[config.mk]
export PLATFORM = sky130hd
export DESIGN_NAME = reg_file
export DESIGN_NICKNAME = d
export VERILOG_FILES = /design/src/rtl/reg_file_pkg.sv /design/src/rtl/reg_file_sweep.sv /design/src/rtl/reg_file.sv
export SDC_FILE = /design/constraint.sdc
export NUM_CORES = 1
export LEC_CHECK = 0
export CELL_PAD_IN_SITES_DETAIL_PLACEMENT = 0
export CELL_PAD_IN_SITES_GLOBAL_PLACEMENT = 1
export CORE_ASPECT_RATIO = 1.4
export CORE_MARGIN = 10
export CORE_UTILIZATION = 50
export CTS_BUF_LIST = sky130_fd_sc_hd__clkbuf_4 sky130_fd_sc_hd__clkbuf_8
export DETAILED_ROUTE_END_ITERATION = 8
export PLACE_DENSITY = 0.72
export SLEW_MARGIN = 20
export SYNTH_ARGS = -nofsm -noshare
export SYNTH_HDL_FRONTEND = slang
export SYNTH_HIERARCHICAL = 1
export SYNTH_SLANG_ARGS = --single-unit
[constraint.sdc]
create_clock -name clk -period 4.75 [get_ports clk]
set_input_delay 0.95 -clock clk [delete_from_list [all_inputs] [get_ports clk]]
set_output_delay 0.95 -clock clk [all_outputs]
set_load 0.03 [all_outputs]
[src/rtl/reg_file_pkg.sv]
// Shared constants for the architectural register file.
// Sweep FSM state codes and the hardwired-zero register index.
package reg_file_pkg;

  localparam logic [0:0] RF_CLEAR = 1'b0;
  localparam logic [0:0] RF_RUN   = 1'b1;

  localparam logic [4:0] REG_ZERO = 5'd0;

  function automatic logic is_zero_reg(input logic [4:0] a);
    return a == REG_ZERO;
  endfunction

endpackage

[src/rtl/reg_file_sweep.sv]
// Post-reset clear sweep: walks idx over every entry, then enters RF_RUN.
// The top uses clr_we/idx to zero storage and ready to gate reads and writes.
module reg_file_sweep
  import reg_file_pkg::*;
#(
  parameter int ADDR_W = 5,
  parameter int DEPTH  = 32
) (
  input  logic              clk,
  input  logic              rst,
  output logic              clr_we,
  output logic [ADDR_W-1:0] idx,
  output logic              ready
);

  localparam logic [ADDR_W-1:0] LAST = ADDR_W'(DEPTH - 1);

  logic [0:0] state;

  always_ff @(posedge clk) begin
    if (rst) begin
      state <= RF_CLEAR;
      idx   <= '0;
    end else begin
      unique case (state)
        RF_CLEAR: begin
          idx <= idx + 1'b1;
          if (idx == LAST)
            state <= RF_RUN;
        end
        RF_RUN: begin
          idx <= idx;
        end
        default: begin
          state <= RF_CLEAR;
          idx   <= '0;
        end
      endcase
    end
  end

  assign ready  = (state == RF_RUN);
  assign clr_we = (state == RF_CLEAR) && !rst;

endmodule

[src/rtl/reg_file.sv]
// 32-entry register file: combinational reads with write-through bypass,
// synchronous writes, x0 hardwired to zero, cleared by a post-reset sweep.
module reg_file
  import reg_file_pkg::*;
#(
  parameter int DATA_W = 32,
  parameter int ADDR_W = 5,
  parameter int DEPTH  = 32,
  parameter bit BYPASS = 1'b1
) (
  input  logic              clk,
  input  logic              rst,
  input  logic [ADDR_W-1:0] ra1,
  input  logic [ADDR_W-1:0] ra2,
  output logic [DATA_W-1:0] rdata1,
  output logic [DATA_W-1:0] rdata2,
  input  logic              we,
  input  logic [ADDR_W-1:0] wa,
  input  logic [DATA_W-1:0] wdata,
  output logic              ready,
  output logic              wr_drop
);

  localparam logic [ADDR_W-1:0] ZERO = ADDR_W'(REG_ZERO);

  logic [DATA_W-1:0] mem [DEPTH];
  logic              clr_we;
  logic [ADDR_W-1:0] clr_idx;
  logic              usr_wr;

  reg_file_sweep #(
    .ADDR_W (ADDR_W),
    .DEPTH  (DEPTH)
  ) u_sweep (
    .clk    (clk),
    .rst    (rst),
    .clr_we (clr_we),
    .idx    (clr_idx),
    .ready  (ready)
  );

  assign usr_wr = we && (wa != ZERO);

  // Sweep and user writes are exclusive: user writes need RF_RUN.
  always_ff @(posedge clk) begin
    if (clr_we)
      mem[clr_idx] <= '0;
    else if (!rst && ready && usr_wr)
      mem[wa] <= wdata;
  end

  always_ff @(posedge clk) begin
    if (rst)
      wr_drop <= 1'b0;
    else
      wr_drop <= !ready && usr_wr;
  end

  function automatic logic [DATA_W-1:0] rd_port(
    input logic [ADDR_W-1:0] ra
  );
    logic [DATA_W-1:0] v;
    if (!ready || ra == ZERO)
      v = '0;
    else if (BYPASS && usr_wr && wa == ra)
      v = wdata;
    else
      v = mem[ra];
    return v;
  endfunction

  always_comb begin
    rdata1 = rd_port(ra1);
    rdata2 = rd_port(ra2);
  end

endmodule

==> PnR_summary.wiki <==
{| class="wikitable"
! Metric !! Value
|-
| Status || finished, final reports clean
|-
| Number of gates resized after CTS || 0
|-
| Total iterations of the first detailed-routing run || 6
|-
| Max Root-Sink Buffers || 3
|-
| Layout cell share with drive strength beyond 1 || 32.0%
|-
| DP Wirelength || slightly below 100,000 um
|-
| Synth Net Count || roughly 2,700
|-
| Data required time at the worst endpoint || about 3800 ps
|-
| Final hold violations || 0
|-
| Critical path's largest stage delay || about 490 ps
|-
| Number of synthesized register bits || 1,031
|-
| Via Count || 30,700
|-
| Prevailing post-synth register cell || sky130_fd_sc_hd__edfxtp_1
|-
| Post-synthesis area per instance || approximately 19 um2
|-
| Cell type with the highest occurrence count on the critical path || sky130_fd_sc_hd__buf_4
|-
| Type of the setup path with the least slack || input pin to primary output
|-
| Worst Path Buf+Inv || 5
|-
| Clock slew at reported path FFs || around 60 ps
|-
| First-pass GRT wire length || about 230,000 um
|-
| Count of yosys warnings during synthesis || 6
|-
| Share of the clock period used by the worst path after layout || between 90% and 100%
|-
| Growth of design area from synthesis to finish || 16.1%
|-
| Core box area || 97,000 um2
|-
| Combined global-route utilization of all metal layers || 29.5%
|-
| Post-CTS Setup Repair Bufs || 0
|-
| CP startpoint kind || input pin
|-
| Highest clock frequency the design can meet || between 200 and 250 MHz
|-
| Total I/O pin count || around 120
|-
| Most frequent cells in the layout || sky130_fd_sc_hd__edfxtp_1 (1,024), sky130_fd_sc_hd__mux4_2 (356), sky130_fd_sc_hd__mux2i_1 (287)
|-
| Total leakage power || 17.0 nW
|-
| Wire length per cell || around 38 um
|-
| Unique masters post-synth || 56
|-
| Final Max Slew Viols || 0
|-
| Number of max-cap violations || 0
|-
| Pin count of the biggest net entering global routing || 96
|-
| Clock Skews || between 30 and 40 ps
|-
| Cell family with most CP delay || buffers and inverters
|-
| Min Hold Slack || about 620 ps
|-
| Global placement routability congestion || 0.906
|-
| Setup TNS || 0 ps
|-
| TritonCTS clock tree || yes
|-
| Final nets || between 2,000 and 3,000
|-
| Post-layout util || roughly 59%
|-
| DRC violations left || 0
|-
| First DRT Iteration DRCs || between 3,000 and 4,000
|-
| Clock period minus final worst setup slack || roughly 4600 ps
|-
| Number of hold buffers added after cts || 0
|-
| Pre-CTS setup slack || 144 ps
|-
| Source-to-sink clock delay at the later pin of the worst-skew pair || between 800 and 900 ps
|-
| Finish-stage setup viols || 0
|-
| Max-slew headroom || 28.3%
|-
| Num CTS Buffers || 153
|-
| Synthesized netlist cell count || between 2,000 and 3,000
|-
| Total power density per cell area || roughly 330 nW/um2
|-
| Number of port buffers || ~120
|-
| Standard-cell row count || 135
|-
| Worst Hold Class || register to register
|-
| Number of synthesized flops with an enable pin || between 1,000 and 1,500
|-
| Die outline width || 284 um
|-
| Setup ws final || ~110 ps
|-
| Share of synthesized area occupied by flip-flops and latches || 63.1%
|-
| Crit path DAT || approximately 3700 ps
|-
| Sequence of cells on the critical path || clkdlybuf4s50_1, buf_4, xnor2_1, nand4_1, buf_4, o311ai_4, buf_4, a21oi_1, a211o_1, buf_4
|-
| RSZ-0062 raised after global routing || no
|-
| Slowest cell on crit path || sky130_fd_sc_hd__clkdlybuf4s50_1
|-
| DIE HEIGHT || between 300 and 400 um
|-
| Most common library cell in the layout ignoring fill and taps || sky130_fd_sc_hd__edfxtp_1
|-
| CTS H-tree lvls || 4
|-
| Antenna violations before repair || 5
|-
| DIE AREA || 111,000 um2
|-
| Count of clock tree sinks || a little over 1,000
|-
| Nature of the critical path endpoint || primary output
|-
| Area of all placed cells without fillers || about 57,000 um2
|-
| Global route overflow || 0
|-
| Maximum net fanout on the critical path || 16
|-
| Post-detailed-placement cell area || around 54,000 um2
|-
| Via count of the first global-routing pass || about 32,000
|-
| Netlist area before placement || just under 50,000 um2
|-
| Starting utilization of the core area || 50.5%
|-
| Clock Tree Root || sky130_fd_sc_hd__clkbuf_8
|-
| Actual transition at the worst max-transition pin || ~1100 ps
|-
| Via/cell ratio || between 7 and 8
|-
| Antenna viol nets, final || 0
|-
| Fraction of synthesis flops using an asynchronous set or reset pin || 0%
|-
| Worst vdd rail ir drop || 0.227 mV
|-
| Total length of routed wires || 164,000 um
|}
==> cell type report <==
cell class / count / area, um2
antenna: 5 / 12.5
multi-input combinational: 1375 / 17500
timing repair buffer: 337 / 3820
sequential: 1031 / 30900
clock inverter: 79 / 548
fill: 7210 / 40100
clock buffer: 197 / 2490
tap: 1301 / 1630
inverter: 5 / 18.8
==> Yosys cell counts, types with 2 or more instances <==
cell                        instances  area (um2)
sky130_fd_sc_hd__a211o_1           32         280
sky130_fd_sc_hd__a221oi_1          69         604
sky130_fd_sc_hd__mux2i_1          287        2870
sky130_fd_sc_hd__xnor2_1           11        96.3
sky130_fd_sc_hd__o22ai_1           36         225
sky130_fd_sc_hd__a2111oi_0          6        52.6
sky130_fd_sc_hd__inv_1              3        11.3
sky130_fd_sc_hd__clkinv_1           2        7.51
sky130_fd_sc_hd__dfxtp_1            7         140
sky130_fd_sc_hd__a211oi_1          65         488
sky130_fd_sc_hd__o21bai_1          32         240
sky130_fd_sc_hd__buf_2             76         380
sky130_fd_sc_hd__mux4_2           356        8020
sky130_fd_sc_hd__nand2b_1           8        50.1
sky130_fd_sc_hd__nand3b_1           5        37.5
sky130_fd_sc_hd__nand2_1           43         161
sky130_fd_sc_hd__edfxtp_1        1024       30700
sky130_fd_sc_hd__buf_6             14         158
sky130_fd_sc_hd__o41ai_1            5        43.8
sky130_fd_sc_hd__a21oi_1           60         300
sky130_fd_sc_hd__nand3_1           12        60.1
sky130_fd_sc_hd__nor2_1            12        45.0
sky130_fd_sc_hd__a32o_1            27         270
sky130_fd_sc_hd__clkbuf_1         100         375
sky130_fd_sc_hd__mux2_2            30         338
sky130_fd_sc_hd__or2_2              3        18.8
sky130_fd_sc_hd__and2_1            33         206
sky130_fd_sc_hd__nor4_1             2        12.5
sky130_fd_sc_hd__mux4_1            30         788
sky130_fd_sc_hd__buf_1              6        22.5
sky130_fd_sc_hd__o221ai_1          56         490
sky130_fd_sc_hd__buf_4             25         188
sky130_fd_sc_hd__a221o_1           25         250
sky130_fd_sc_hd__xor2_1             2        17.5
sky130_fd_sc_hd__nor2b_1           41         257
sky130_fd_sc_hd__nand4_1            4        25.0
sky130_fd_sc_hd__a22oi_1           58         435
sky130_fd_sc_hd__a22o_1             5        43.8
sky130_fd_sc_hd__ha_1               2        25.0
sky130_fd_sc_hd__nor3_1             3        15.0
sky130_fd_sc_hd__nor2_2             2        12.5
==> path summary, 6_finish.rpt <==
| check | startpoint | end | slack, ps | depth (start not counted) |
|---|---|---|---|---|
| hold / removal | u_sweep/idx[4] | u_sweep/idx[4] | 620 | 2 |
| hold reg to reg | u_sweep/idx[4] | u_sweep/idx[4] | 620 | 2 |
| setup / recovery | wa[4] | rdata2[10] | 110 | 10 |
| setup reg to reg | u_sweep/ready | mem[17][12] | 1660 | 7 |
==> worst min-delay path, stage by stage (launching register included) <==
cell                      delay [ps]
sky130_fd_sc_hd__dfxtp_1         370
sky130_fd_sc_hd__mux2i_1         150
sky130_fd_sc_hd__nor2_1           50
==> metrics by stage <==
step / power [mW] / std cells
2_1_floorplan: 11.0 / 2634
5_1_grt: 19.1 / 4326
3_5_place_dp: 11.5 / 4049
4_1_cts: 18.7 / 4325
3_3_place_gp: 11.5 / 4049
6_report: 18.6 / 4330
==> per-layer routing <==
metal  track usage [%]  wire, um
met1              36.2     58600
met2              48.6     81100
met3              6.40     15400
met5                 0         9
met4              15.6      9250
==> registers in the layout, indices dropped and copies added (netlist names) <==
signal and count:
u_sweep/ready 1, u_sweep/idx 5, mem 1024, wr_drop 1
==> power breakdown <==
part | internal (mW) | switching (mW)
logic | 0.556 | 0.825
clock network | 3.81 | 3.47
registers | 9.92 | 0.0319
==> cell families after synthesis <==
group,Yosys count,share of synthesized area [%]
AO/OA/AOI/OAI,483,7.76
XOR/XNOR,13,0.233
adder cells (fa/ha/maj),2,0.0511
buffers and inverters,228,2.36
flip-flops,1031,63.1
multiplexers,703,24.5
AND/OR/NAND/NOR,174,1.97
No activity file was read; power rests on OpenSTA's default activity.
==> RTL edit (same settings) <==
`BYPASS`: 1'b1 -> 1'b0.
--- a/src/rtl/reg_file.sv
+++ b/src/rtl/reg_file.sv
@@ -6,7 +6,7 @@
   parameter int DATA_W = 32,
   parameter int ADDR_W = 5,
   parameter int DEPTH  = 32,
-  parameter bit BYPASS = 1'b1
+  parameter bit BYPASS = 1'b0
 ) (
   input  logic              clk,
   input  logic              rst,
Check against the original RTL: same outputs for any inputs over 4 cycles, from zero or initial values and one cycle with rst high; that may be too few to reach the edited logic, so the function may still have changed.
==> RTL edit against the unedited design <==
The run now ends with setup timing left; power decreased by 1.1%; final area fell by 2.7%; wire length down 9.7%; synthesized area fell by 2.2%; synthesized cell count shrank 10%; sequential cell count is the same; setup slack worse by 0.19 ns; non-clock buffer count shrank 9; critical endpoint is now rdata1[28].
==> RTL edit: results (changes against the unedited design) <==
stage,metric,value,unit,change
outcome,status,"complete, but fails checks",,
outcome,violations,setup timing,,
finish,multi_input_area,0.0162,mm2,-7.4%
sta,finalWorstSetupSlack,-0.0837,ns,-0.189 ns
clock_tree,numCtsBuffers,158,,+3.3%
setup_path,endpoint,rdata1[28],,
yosys,synth-compound-area-share,0.0504,,-0.0272
floorplan,tap_cells,1224,,-5.9%
sta,fin_skew,0.0251,ns,-0.00972 ns
yosys,seq_area_frac_synth,0.645,,+0.0144
pwr,switching_share,0.229,,-0.00380
setup_path,rrSetupSlack,1.69,ns,+0.03 ns
pwr,ir_worst_vdd,0.247,mV,+8.8%
finish,multi_input_gates,1133,,-18%
sta,fin_setup_tns,-0.0837,ns,-0.0837 ns
setup_path,r2r-end,mem[3][24],,
yosys,synthTopCellsByArea,"edfxtp_1 64%, mux4_2 21%, mux2i_1 5.5%, o221ai_1 1.2%, buf_2 0.78%",,
placed_design,pre_cts_slack,-0.0599,ns,-0.204 ns
yosys,synth_mux_area_frac,0.266,,+0.0211
setup_path,critPathMaxStageDelay,0.91,ns,+0.42 ns
clock_tree,post_cts_resize_count,1,,+1
finish,n_clock_buffer,200,,+1.5%
placed_design,globalplace.congestion,0.842,,-7.1%
finish,non_clock_inverter_count,1,,-4
placed_design,placed_area,0.0523,mm2,-2.9%
placed_design,place.detailed.hpwl,88700,um,-9.5%
setup_path,cp.arrival,3.88,ns,+0.19 ns
yosys,yosys.area_share.adder,0.000523,,+0.0000117
sta,finalSetupViolations,1,,+1
placed_design,dp.cells,3717,,-8.2%
finish,clk_share,0.0557,,+0.00230
global_route,grt_pass1_vias,29000,,-8.0%
setup_path,crit_slowest_cell,a2111oi_0,,
sta,worst_pin_slew,1.16,ns,+0.0951 ns
setup_path,cp_max_fo,28,,+12
finish,sh_seq_area,0.558,,+0.0149
yosys,yosys-top-cells-count,"1,024 x edfxtp_1, 449 x mux4_2, 262 x mux2i_1",,
detailed_routing,drt_iter0_markers,3439,,-10%
finish,insertedDiodeCount,1,,-4
global_route,grt_max_degree,77,,-20%
yosys,synth.distinct_cells,49,,-13%
global_route,track_usage,0.275,,-0.0193
finish,syn_to_final_growth,15.6,%,
## RTL edit: cell count changes after synthesis, sizes merged, moves of 28 or more
cell    change
nand2      -36
a221oi     -69
a211o      -32
mux2       -28
nor2b      -30
a211oi     -33
o22a       +31
o21bai     -32
mux4       +63
## RTL edit: power by group through the flow
stage	combinational (W)	sequential, W	clock, W
after floorplan	0.000765	0.0101	0
after global placement	0.00114	0.0101	0
after detailed placement	0.00115	0.0101	0
after CTS	0.00115	0.00996	0.00742
after global routing	0.00120	0.00996	0.00784
final	0.00115	0.00996	0.00730
## RTL edit: cells by family (layout without fill, tap and decap cells)
| logic type | count (synthesis) | count (layout) |
|---|---|---|
| AO/OA/AOI/OAI | 293 | 293 |
| other | 0 | 1 |
| adder cells (fa/ha/maj) | 2 | 2 |
| multiplexers | 713 | 713 |
| buffers and inverters | 196 | 617 |
| AND/OR/NAND/NOR | 122 | 122 |
| flip-flops | 1031 | 1031 |
| XOR/XNOR | 3 | 3 |
## RTL edit: worst min-delay path by stage
stage	start	endpoint	slack, ns
2_1_floorplan	u_sweep/idx[3]	u_sweep/idx[3]	0.55
3_3_place_gp	u_sweep/idx[3]	u_sweep/idx[3]	0.59
3_5_place_dp	u_sweep/idx[4]	u_sweep/idx[4]	0.63
4_1_cts	we	wr_drop	0.60
5_1_grt	we	wr_drop	0.64
6_report	u_sweep/idx[4]	u_sweep/idx[4]	0.64
## RTL edit: worst min-delay path, cell delays in order, from the launching register on
cell,delay (ns)
dfxtp_1,0.38
mux2i_1,0.16
nor2_1,0.05
## RTL edit: routing by layer
layer	up-vias	track usage	wire, um
met3	306	0.0511	13100
met2	1664	0.460	75400
met4	2	0.0956	5000
li1	11000	-	-
met1	14900	0.360	54800
met5	-	0	17
